[src/rtl/video_pkg.sv]
// Shared definitions for the video acquisition sequencer: FSM states and
// fixed timing constants.
package video_pkg;

  localparam int DATA_W       = 12;
  localparam int SETTLE_LEN   = 2;
  localparam int WAIT_LOW_MAX = 8;
  localparam int MIN_PERIOD   = 32;

  typedef enum logic [2:0] {
    IDLE      = 3'd0,
    START     = 3'd1,
    WAIT_LOW  = 3'd2,
    WAIT_HIGH = 3'd3,
    SETTLE    = 3'd4,
    ACCUM     = 3'd5
  } state_t;

endpackage

[src/rtl/video_avg_acc.sv]
// Sample accumulator: sums 2^AVG_LOG2 samples, emits the truncated mean and
// raises sticky window flags against the value being written.
module video_avg_acc #(
  parameter int DATA_W   = video_pkg::DATA_W,
  parameter int AVG_LOG2 = 2
) (
  input  logic              sclk_full,
  input  logic              n_rst,
  input  logic              clear,
  input  logic              sample_en,
  input  logic [DATA_W-1:0] sample,
  input  logic [DATA_W-1:0] thr_hi,
  input  logic [DATA_W-1:0] thr_lo,
  input  logic              clr_flags,
  output logic [DATA_W-1:0] avg_data,
  output logic              avg_valid,
  output logic              over,
  output logic              under
);
  import video_pkg::*;

  localparam int AW = DATA_W + AVG_LOG2;
  localparam int CW = AVG_LOG2 + 1;
  localparam logic [CW-1:0] LAST = CW'((1 << AVG_LOG2) - 1);

  logic [AW-1:0]     acc;
  logic [AW-1:0]     sum;
  logic [CW-1:0]     cnt;
  logic [DATA_W-1:0] avg_next;
  logic              done;

  // Width AW holds 2^AVG_LOG2 full-scale samples, so the sum never wraps.
  assign sum      = acc + AW'(sample);
  assign avg_next = sum[AW-1:AVG_LOG2];
  assign done     = sample_en && (cnt == LAST);

  always_ff @(posedge sclk_full or negedge n_rst) begin
    if (!n_rst) begin
      acc       <= '0;
      cnt       <= '0;
      avg_data  <= '0;
      avg_valid <= 1'b0;
      over      <= 1'b0;
      under     <= 1'b0;
    end else begin
      avg_valid <= done;
      if (done) avg_data <= avg_next;
      if (clear || done) begin
        acc <= '0;
        cnt <= '0;
      end else if (sample_en) begin
        acc <= sum;
        cnt <= cnt + 1'b1;
      end
      // A new threshold hit takes priority over a coincident clear.
      if (done && (avg_next > thr_hi)) over <= 1'b1;
      else if (clr_flags)              over <= 1'b0;
      if (done && (avg_next < thr_lo)) under <= 1'b1;
      else if (clr_flags)              under <= 1'b0;
    end
  end

endmodule

[src/rtl/video_sampler.sv]
// Acquisition sequencer around video_spi: periodic start pulses, chip-select
// tracking with timeouts, and averaging of the captured samples.
module video_sampler #(
  parameter int DATA_W   = video_pkg::DATA_W,
  parameter int AVG_LOG2 = 2,
  parameter int PERIOD_W = 16,
  parameter int CS_TO    = 64
) (
  input  logic                sclk_full,
  input  logic                n_rst,
  input  logic                run,
  input  logic [PERIOD_W-1:0] period,
  input  logic [DATA_W-1:0]   thr_hi,
  input  logic [DATA_W-1:0]   thr_lo,
  input  logic                clr_flags,
  output logic                enable,
  input  logic                cs_n,
  input  logic [DATA_W-1:0]   parall_data,
  output logic [DATA_W-1:0]   avg_data,
  output logic                avg_valid,
  output logic                over,
  output logic                under,
  output logic                overrun,
  output logic                timeout,
  output logic [2:0]          fsm_state
);
  import video_pkg::*;

  localparam int TW = ($clog2(CS_TO + 1) > 4) ? $clog2(CS_TO + 1) : 4;

  state_t              state;
  state_t              next_state;
  logic [TW-1:0]       tcnt;
  logic [PERIOD_W-1:0] period_cnt;
  logic [PERIOD_W-1:0] eff_period;
  logic                pend;
  logic                tick;
  logic                set_timeout;

  assign eff_period = (period < PERIOD_W'(MIN_PERIOD)) ? PERIOD_W'(MIN_PERIOD) : period;
  assign tick       = run && (period_cnt == eff_period - 1'b1);
  assign fsm_state  = state;

  // tcnt counts cycles in the current state; in WAIT_HIGH it counts low
  // cycles of cs_n including the one seen in WAIT_LOW.
  always_comb begin
    next_state  = state;
    set_timeout = 1'b0;
    case (state)
      IDLE:      if (run && (pend || tick)) next_state = START;
      START:     next_state = WAIT_LOW;
      WAIT_LOW:
        if (!cs_n) next_state = WAIT_HIGH;
        else if (tcnt == TW'(WAIT_LOW_MAX - 1)) begin
          next_state  = IDLE;
          set_timeout = 1'b1;
        end
      WAIT_HIGH:
        if (cs_n) next_state = SETTLE;
        else if (tcnt == TW'(CS_TO)) begin
          next_state  = IDLE;
          set_timeout = 1'b1;
        end
      SETTLE:    if (tcnt == TW'(SETTLE_LEN - 1)) next_state = ACCUM;
      ACCUM:     next_state = IDLE;
      default:   next_state = IDLE;
    endcase
  end

  always_ff @(posedge sclk_full or negedge n_rst) begin
    if (!n_rst) begin
      state      <= IDLE;
      tcnt       <= '0;
      period_cnt <= '0;
      pend       <= 1'b1;
      enable     <= 1'b0;
      overrun    <= 1'b0;
      timeout    <= 1'b0;
    end else begin
      state  <= next_state;
      enable <= (next_state == START);
      if (next_state != state) tcnt <= (next_state == WAIT_HIGH) ? TW'(1) : '0;
      else                     tcnt <= tcnt + 1'b1;
      if (!run)                period_cnt <= '0;
      else if (state == START) period_cnt <= PERIOD_W'(1);
      else                     period_cnt <= period_cnt + 1'b1;
      // pend holds at most one start: the first after run rises, or a missed tick.
      if (!run)                             pend <= 1'b1;
      else if (state == START)              pend <= 1'b0;
      else if (tick && (state != IDLE))     pend <= 1'b1;
      if (tick && (state != IDLE)) overrun <= 1'b1;
      else if (clr_flags)          overrun <= 1'b0;
      if (set_timeout)     timeout <= 1'b1;
      else if (clr_flags)  timeout <= 1'b0;
    end
  end

  video_avg_acc #(
    .DATA_W   (DATA_W),
    .AVG_LOG2 (AVG_LOG2)
  ) u_avg (
    .sclk_full (sclk_full),
    .n_rst     (n_rst),
    .clear     ((state == IDLE) && !run),
    .sample_en (state == ACCUM),
    .sample    (parall_data),
    .thr_hi    (thr_hi),
    .thr_lo    (thr_lo),
    .clr_flags (clr_flags),
    .avg_data  (avg_data),
    .avg_valid (avg_valid),
    .over      (over),
    .under     (under)
  );

endmodule

[config.mk]
export PLATFORM = sky130hd
export DESIGN_NAME = video_sampler
export DESIGN_NICKNAME = d
export VERILOG_FILES = /design/src/rtl/video_pkg.sv /design/src/rtl/video_avg_acc.sv /design/src/rtl/video_sampler.sv
export SDC_FILE = /design/constraint.sdc
export NUM_CORES = 1
export LEC_CHECK = 0
export CAP_MARGIN = 0
export CELL_PAD_IN_SITES_DETAIL_PLACEMENT = 1
export CELL_PAD_IN_SITES_GLOBAL_PLACEMENT = 2
export CORE_ASPECT_RATIO = 0.75
export CORE_UTILIZATION = 33
export CTS_CLUSTER_DIAMETER = 200
export DETAILED_ROUTE_END_ITERATION = 7
export PLACE_DENSITY = 0.82
export SETUP_SLACK_MARGIN = 0.2
export SYNTH_ARGS = -nofsm -noshare
export SYNTH_HDL_FRONTEND = slang
export SYNTH_SLANG_ARGS = --single-unit
[constraint.sdc]
create_clock -name sclk_full -period 4 [get_ports sclk_full]
set_input_delay 0.8 -clock sclk_full [delete_from_list [all_inputs] [get_ports sclk_full]]
set_output_delay 0.8 -clock sclk_full [all_outputs]
set_load 0.01 [all_outputs]
==> After elaboration in Yosys (flattened, before gate mapping) <==
Index checks and enable logic that the tools add are counted.
{ "totals": {"regBits": 62, "output_inout_bits": 21, "in_bits": 57, "elab_cells": 81} }
{ "classes": {"magnitude_cmp": 3, "add_sub_neg": 5, "reduce_logical": 17, "muxes": 29, "n_eq_ne": 14} }
{ "op_table": {"columns": ["cell", "count"], "rows": [
  ["16-bit 2-to-1 mux", 3],
  ["14-bit 2-to-1 mux", 2],
  ["3-bit 2-to-1 mux", 8],
  ["16-bit by 1-bit adder with 16-bit output, second input constant", 1],
  ["16-bit == test", 1],
  ["16-bit by 6-bit < comparator with 1-bit output, second input constant", 1],
  ["16-bit by 1-bit subtractor with 16-bit output, second input constant", 1],
  ["3-bit case mux with 5 select lines", 1],
  ["14-bit by 12-bit adder with 14-bit output", 1],
  ["1-bit 2-to-1 mux", 13],
  ["3-bit by 2-bit == test with 1-bit output, second input constant", 4],
  ["12-bit > comparator", 1],
  ["12-bit < comparator", 1],
  ["2-bit nonzero test", 5],
  ["7-bit by 1-bit adder with 7-bit output, second input constant", 1],
  ["7-bit by 1-bit == test with 1-bit output, second input constant", 1],
  ["7-bit by 3-bit == test with 1-bit output, second input constant", 1],
  ["7-bit == test, second input constant", 1],
  ["1-bit logical AND", 7],
  ["7-bit 2-to-1 mux", 1],
  ["3-bit by 1-bit == test with 1-bit output, second input constant", 2],
  ["3-bit == test, second input constant", 2],
  ["3-bit by 1-bit adder with 3-bit output, second input constant", 1],
  ["3-bit logical NOT", 1],
  ["other kinds (6)", 7]
]} }

==> Longest topological paths before layout <==
{ "logic_depth": {"ltp_word": 12, "ltp_mapped": 16} }

==> Hierarchy <==
Synthesis repeated with hierarchy kept, for this count alone.
{ "hier_totals": {"cells_unflattened": 514, "hier_area_um2": 4717.0} }
{ "by_module_without_submodules": {"columns": ["mod", "cells_each", "n_inst", "area_each_um2"], "rows": [
  ["video_avg_acc", 242, 1, 2403.6],
  ["video_sampler", 272, 1, 2313.5]
]} }

==> Least setup slack after synthesis <==
Ideal clock, no wire load.
{ "synth_timing": {"path_type": "input to register", "from": "input port period[12]", "to": "register tcnt[2]", "stages": 15, "t_required_ns": 3.870, "t_arrival_ns": 3.858, "setup_slack_ns": 0.012, "setup_ns": 0.130, "n_path_buf": 4, "path_cell_list": "buf_6 > or4_1 > buf_2 > or3_4 > buf_6 > nand2_1 > ha_1 > clkbuf_1 > nand3_1 > nor4_1 > o2111ai_1 > a2111oi_2 > nand4_1 > a31oi_2 > nor2_1"} }
{ "synth_via": {"elab_chain_cells": 11} }
{ "synth_lines": {"columns": ["item", "line", "rtl"], "rows": [
  ["start: declaration", "video_sampler.sv:12", "input logic [PERIOD_W-1:0] period,"],
  ["16-bit by 6-bit < comparator with 1-bit output", "video_sampler.sv:40", "assign eff_period = (period < PERIOD_W'(MIN_PERIOD)) ? PERIOD_W'(MIN_PERIOD) : period;"],
  ["16-bit 2-to-1 mux (*)", "video_sampler.sv:40", null],
  ["16-bit by 1-bit subtractor with 16-bit output (*)", "video_sampler.sv:41", "assign tick = run && (period_cnt == eff_period - 1'b1);"],
  ["16-bit == test (*)", "video_sampler.sv:41", null],
  ["1-bit logical AND (*)", "video_sampler.sv:41", null],
  ["1-bit logical OR (*)", "video_sampler.sv:50", "IDLE: if (run && (pend || tick)) next_state = START;"],
  ["1-bit logical AND (*)", "video_sampler.sv:50", null],
  ["3-bit 2-to-1 mux (*)", "video_sampler.sv:50", null],
  ["3-bit case mux with 5 select lines (*)", "video_sampler.sv:49", "case (state)"],
  ["3-bit != test (*)", "video_sampler.sv:82", "if (next_state != state) tcnt <= (next_state == WAIT_HIGH) ? TW'(1) : '0;"],
  ["7-bit 2-to-1 mux (*)", "video_sampler.sv:82", null],
  ["end signal: assignment", "video_sampler.sv:82", null],
  ["end signal: assignment", "video_sampler.sv:83", "else tcnt <= tcnt + 1'b1;"],
  ["end: declaration", "video_sampler.sv:33", "logic [TW-1:0] tcnt;"]
]} }
Mark *: on every way between the ends. The rest lies on a longest branch, timed or not.
A chain may end at the register's enable or synchronous reset.

==> Worst setup path after layout <==
{ "layout_timing": {"from": "input port period[14]", "to": "register tcnt[1]"} }
The elaborated chain is that of the path after synthesis.

==> impl_metrics.py <==
metrics = {
    "placement": {
        "post-place-cells": 816,
        "pre_cts_ws_ps": -456,
        "gp_congestion": 0.829,
        "port_buffers": 77,
        "dp_hpwl_mm": 11.8,
    },
    "floorplan": {
        "ios": 78,
        "placementRows": 37,
        "start_util_pct": 34.1,
        "die_w_um": 140,
        "fp.dieArea_mm2": 0.0148,
        "coreArea_mm2": 0.0138,
        "fp.dieH_um": 106,
    },
    "power": {
        "ir_worst_vdd_v": 0.000259,
        "finalPower_uw": 3630,
        "p_per_area_mw_per_mm2": 537,
        "p_leak_uw": 0.00302,
    },
    "logic_synthesis": {
        "synth_top_area_cell": "dfrtp_1",
        "synth.area.top_cells": "dfrtp_1 32%, ha_1 11%, xnor2_1 4.5%",
        "syn_inst": 531,
        "yosys_most_used_dff": "dfrtp_1",
        "synth_area_mm2": 0.00471,
        "yosysUniqueCellTypes": 70,
        "synth_edf_count": 0,
        "yosys_register_bits": 62,
        "seq_area_frac_synth_pct": 32.9,
        "yosysTopAreaCellShare_pct": 32.4,
        "yosysWarnings": 0,
        "syn_nets": 631,
        "synthArstFlopShare_pct": 100,
        "avgSynthCellArea_um2": 8.88,
    },
    "timing": {
        "period_needed_ps": 3700,
        "slew_violations": 0,
        "finalSetupViolCount": 0,
        "hold_viol_final": 0,
        "fmax_ghz": 0.270,
        "fin_worst_skew_ps": 9.36,
        "rsz0062_at_grt": "false",
        "slew_headroom_pct": 56.4,
        "fin_crit_sh_pct": 92.6,
        "setup_slack_ps": 296,
        "worst_pin_slew_ps": 649,
    },
    "worst_setup_path": {
        "slowest_delay_ps": 590,
        "crit_type": "in2reg",
        "worstPathMaxFanout": 6,
        "critPathRequiredTime_ps": 4210,
        "setup.worst_path.start_class": "input pin",
        "rr_endpoint": "u_avg.over$_DFFE_PN0P_",
        "crit_family": "simple AND/OR/NAND/NOR gates",
        "path_cells": "clkdlybuf4s15_1 > or4_4 > or3_4 > nand2_4 > ha_4 > or4bb_1 > o21ai_2 > a221oi_2 > xor2_1 > a311oi_1 > buf_4 > nand4_1 > a31oi_4 > nor2b_1",
        "arrival_ps": 3920,
        "end_kind": "flip-flop",
        "slowest_stage": "or4_4",
        "path_depth": 14,
        "reg2reg_from": "u_avg.acc[0]$_DFFE_PN0P_",
        "r2r_slack_ps": 620,
        "critPathBufInv": 2,
        "reg2regPathDepth": 17,
    },
    "global_route": {
        "grt_overflow": 0,
        "track_usage_pct": 22.1,
        "grt_start_max_net_pins": 27,
        "grt_pass1_wl_mm": 25.5,
        "antenna_found_initial": 0,
        "grt_pass1_vias": 4954,
    },
    "routing": {
        "drc": 0,
        "ant_nets": 0,
        "first_pass_iters": 4,
        "viasPerCell": 5.39,
        "dr_total_vias": 4606,
        "wl_per_cell_um": 18.3,
        "routed_wl_mm": 15.6,
        "drt-initial-drc-count": 152,
    },
    "clock_tree": {
        "cts_max_level": 3,
        "clkTransAtPathRegs_ps": 60,
        "cts.sinks": 62,
        "cts_tree": "built",
        "clk_path_buf_depth": 2,
        "root_buffer": "clkbuf_16",
        "clk_latency_ps": 340,
        "cts_inserted_buffers": 9,
    },
    "finish": {
        "final_nets": 775,
        "area_growth_pct": 43.5,
        "layout.cells.non_filler": 855,
        "n_antenna_cell": 0,
        "fin_util_pct": 48.9,
        "final_common_cell": "buf_4",
        "final_cell_mix": "76 x buf_4, 62 x clkdlybuf4s50_1, 61 x dfrtp_1",
        "drive_gt1_share_pct": 22.9,
    },
    "min_path": {
        "hp-class": "in2async",
    },
    "run": {
        "maxCapViolCount": 0,
    },
    "status": {
        "status": "finished clean",
    },
}
==> worst register-to-register path, cell delays in order, from the launching register on <==
cell      delay (ps)
dfrtp_1          390
ha_2             200
fa_2             360
a21o_1           180
a21oi_2          170
nor2b_2           80
nor4_4           180
o31ai_2          130
o221ai_2         200
buf_4            170
xnor2_4           90
ha_4             290
nand4_1          150
buf_4            180
buf_4            130
buf_4            120
o21ai_2          120
a32o_1           160
==> where the power goes <==
part           internal (uW)  total (uW)  switching, uW
clock network            567         874            307
logic                    918        1890            967
registers                739         873            135
==> cell type report <==
cell class                 instances  area (um2)
timing repair buffer             154        1360
clock buffer                      10         239
fill                            1568        7080
sequential                        62        1550
inverter                          33         124
multi-input combinational        415        3180
clock inverter                     6        93.8
tap                              175         219
==> how the worst max path moves through the flow <==
stage	endpoint	from	slack (ps)
after CTS	u_avg.over$_DFFE_PN0P_	parall_data[1]	160
after detailed placement	u_avg.over$_DFFE_PN0P_	parall_data[0]	-460
after global routing	u_avg.under$_DFFE_PN0P_	parall_data[0]	160
after floorplan	tcnt[2]$_DFF_PN0_	period[12]	210
final	tcnt[1]$_DFF_PN0_	period[14]	300
after global placement	tcnt[2]$_DFF_PN0_	period[9]	-390
==> metrics by stage <==
stage               hold WS, ps  instance area, um2  setup TNS, ps
floorplan                   450                4740              0
global placement            463                6040          -3970
detailed placement          475                6040          -4810
CTS                         489                6580              0
global route                508                6770              0
finish                      476                6770              0
==> what timing repair did <==
item                                   4_1_cts  5_1_grt
setup buffers                               17        6
gates resized for setup                     34       35
setup endpoints to repair                   12       12
pin swaps                                   24       19
cloned                                       0        0
endpoints found under the hold margin        0        0
hold buffers                                 0        0
==> routing by layer <==
| metal | GRT usage (%) | wire length (um) |
|---|---|---|
| met5 | 0 | 0 |
| met4 | 5.65 | 215 |
| met3 | 3.77 | 379 |
| met2 | 36.0 | 7260 |
| met1 | 30.4 | 7750 |
==> kinds of logic (layout without fill, tap and decap cells) <==
| family | count (synthesis) | after routing | share of synthesized area, % |
|---|---|---|---|
| AOI/OAI and AO/OA | 126 | 126 | 19.3 |
| xor gates and xnor gates | 43 | 43 | 7.99 |
| adders and majority gates | 43 | 43 | 11.6 |
| buffers and inverters | 54 | 203 | 4.75 |
| DFF | 62 | 62 | 32.9 |
| muxes | 7 | 7 | 1.67 |
| and+or+nand+nor | 196 | 196 | 21.8 |
==> sequential cells by signal, indices dropped and copies added (netlist names) <==
signal / flops
enable: 1
fsm_state: 3
overrun: 1
pend: 1
period_cnt: 16
tcnt: 7
timeout: 1
u_avg.acc: 14
u_avg.avg_data: 12
u_avg.avg_valid: 1
u_avg.cnt: 3
u_avg.over: 1
u_avg.under: 1
==> cell usage after synthesis (5+ instances only) <==
library cell and number:
nand4_1 10, dfrtp_1 61, clkbuf_1 15, inv_1 32, o21ai_0 24, nor4_1 12, and3_1 5, or3_1 12
a21oi_1 22, o31ai_1 6, xnor2_1 24, nor2_1 49, a22o_1 13, nand2_1 34, nor3_1 15, nand3_1 15
o21a_1 6, nor2b_1 11, mux2_2 7, ha_1 42, and2_1 5, a21o_1 10, xor2_1 19
No activity file was read; power rests on OpenSTA's default activity.
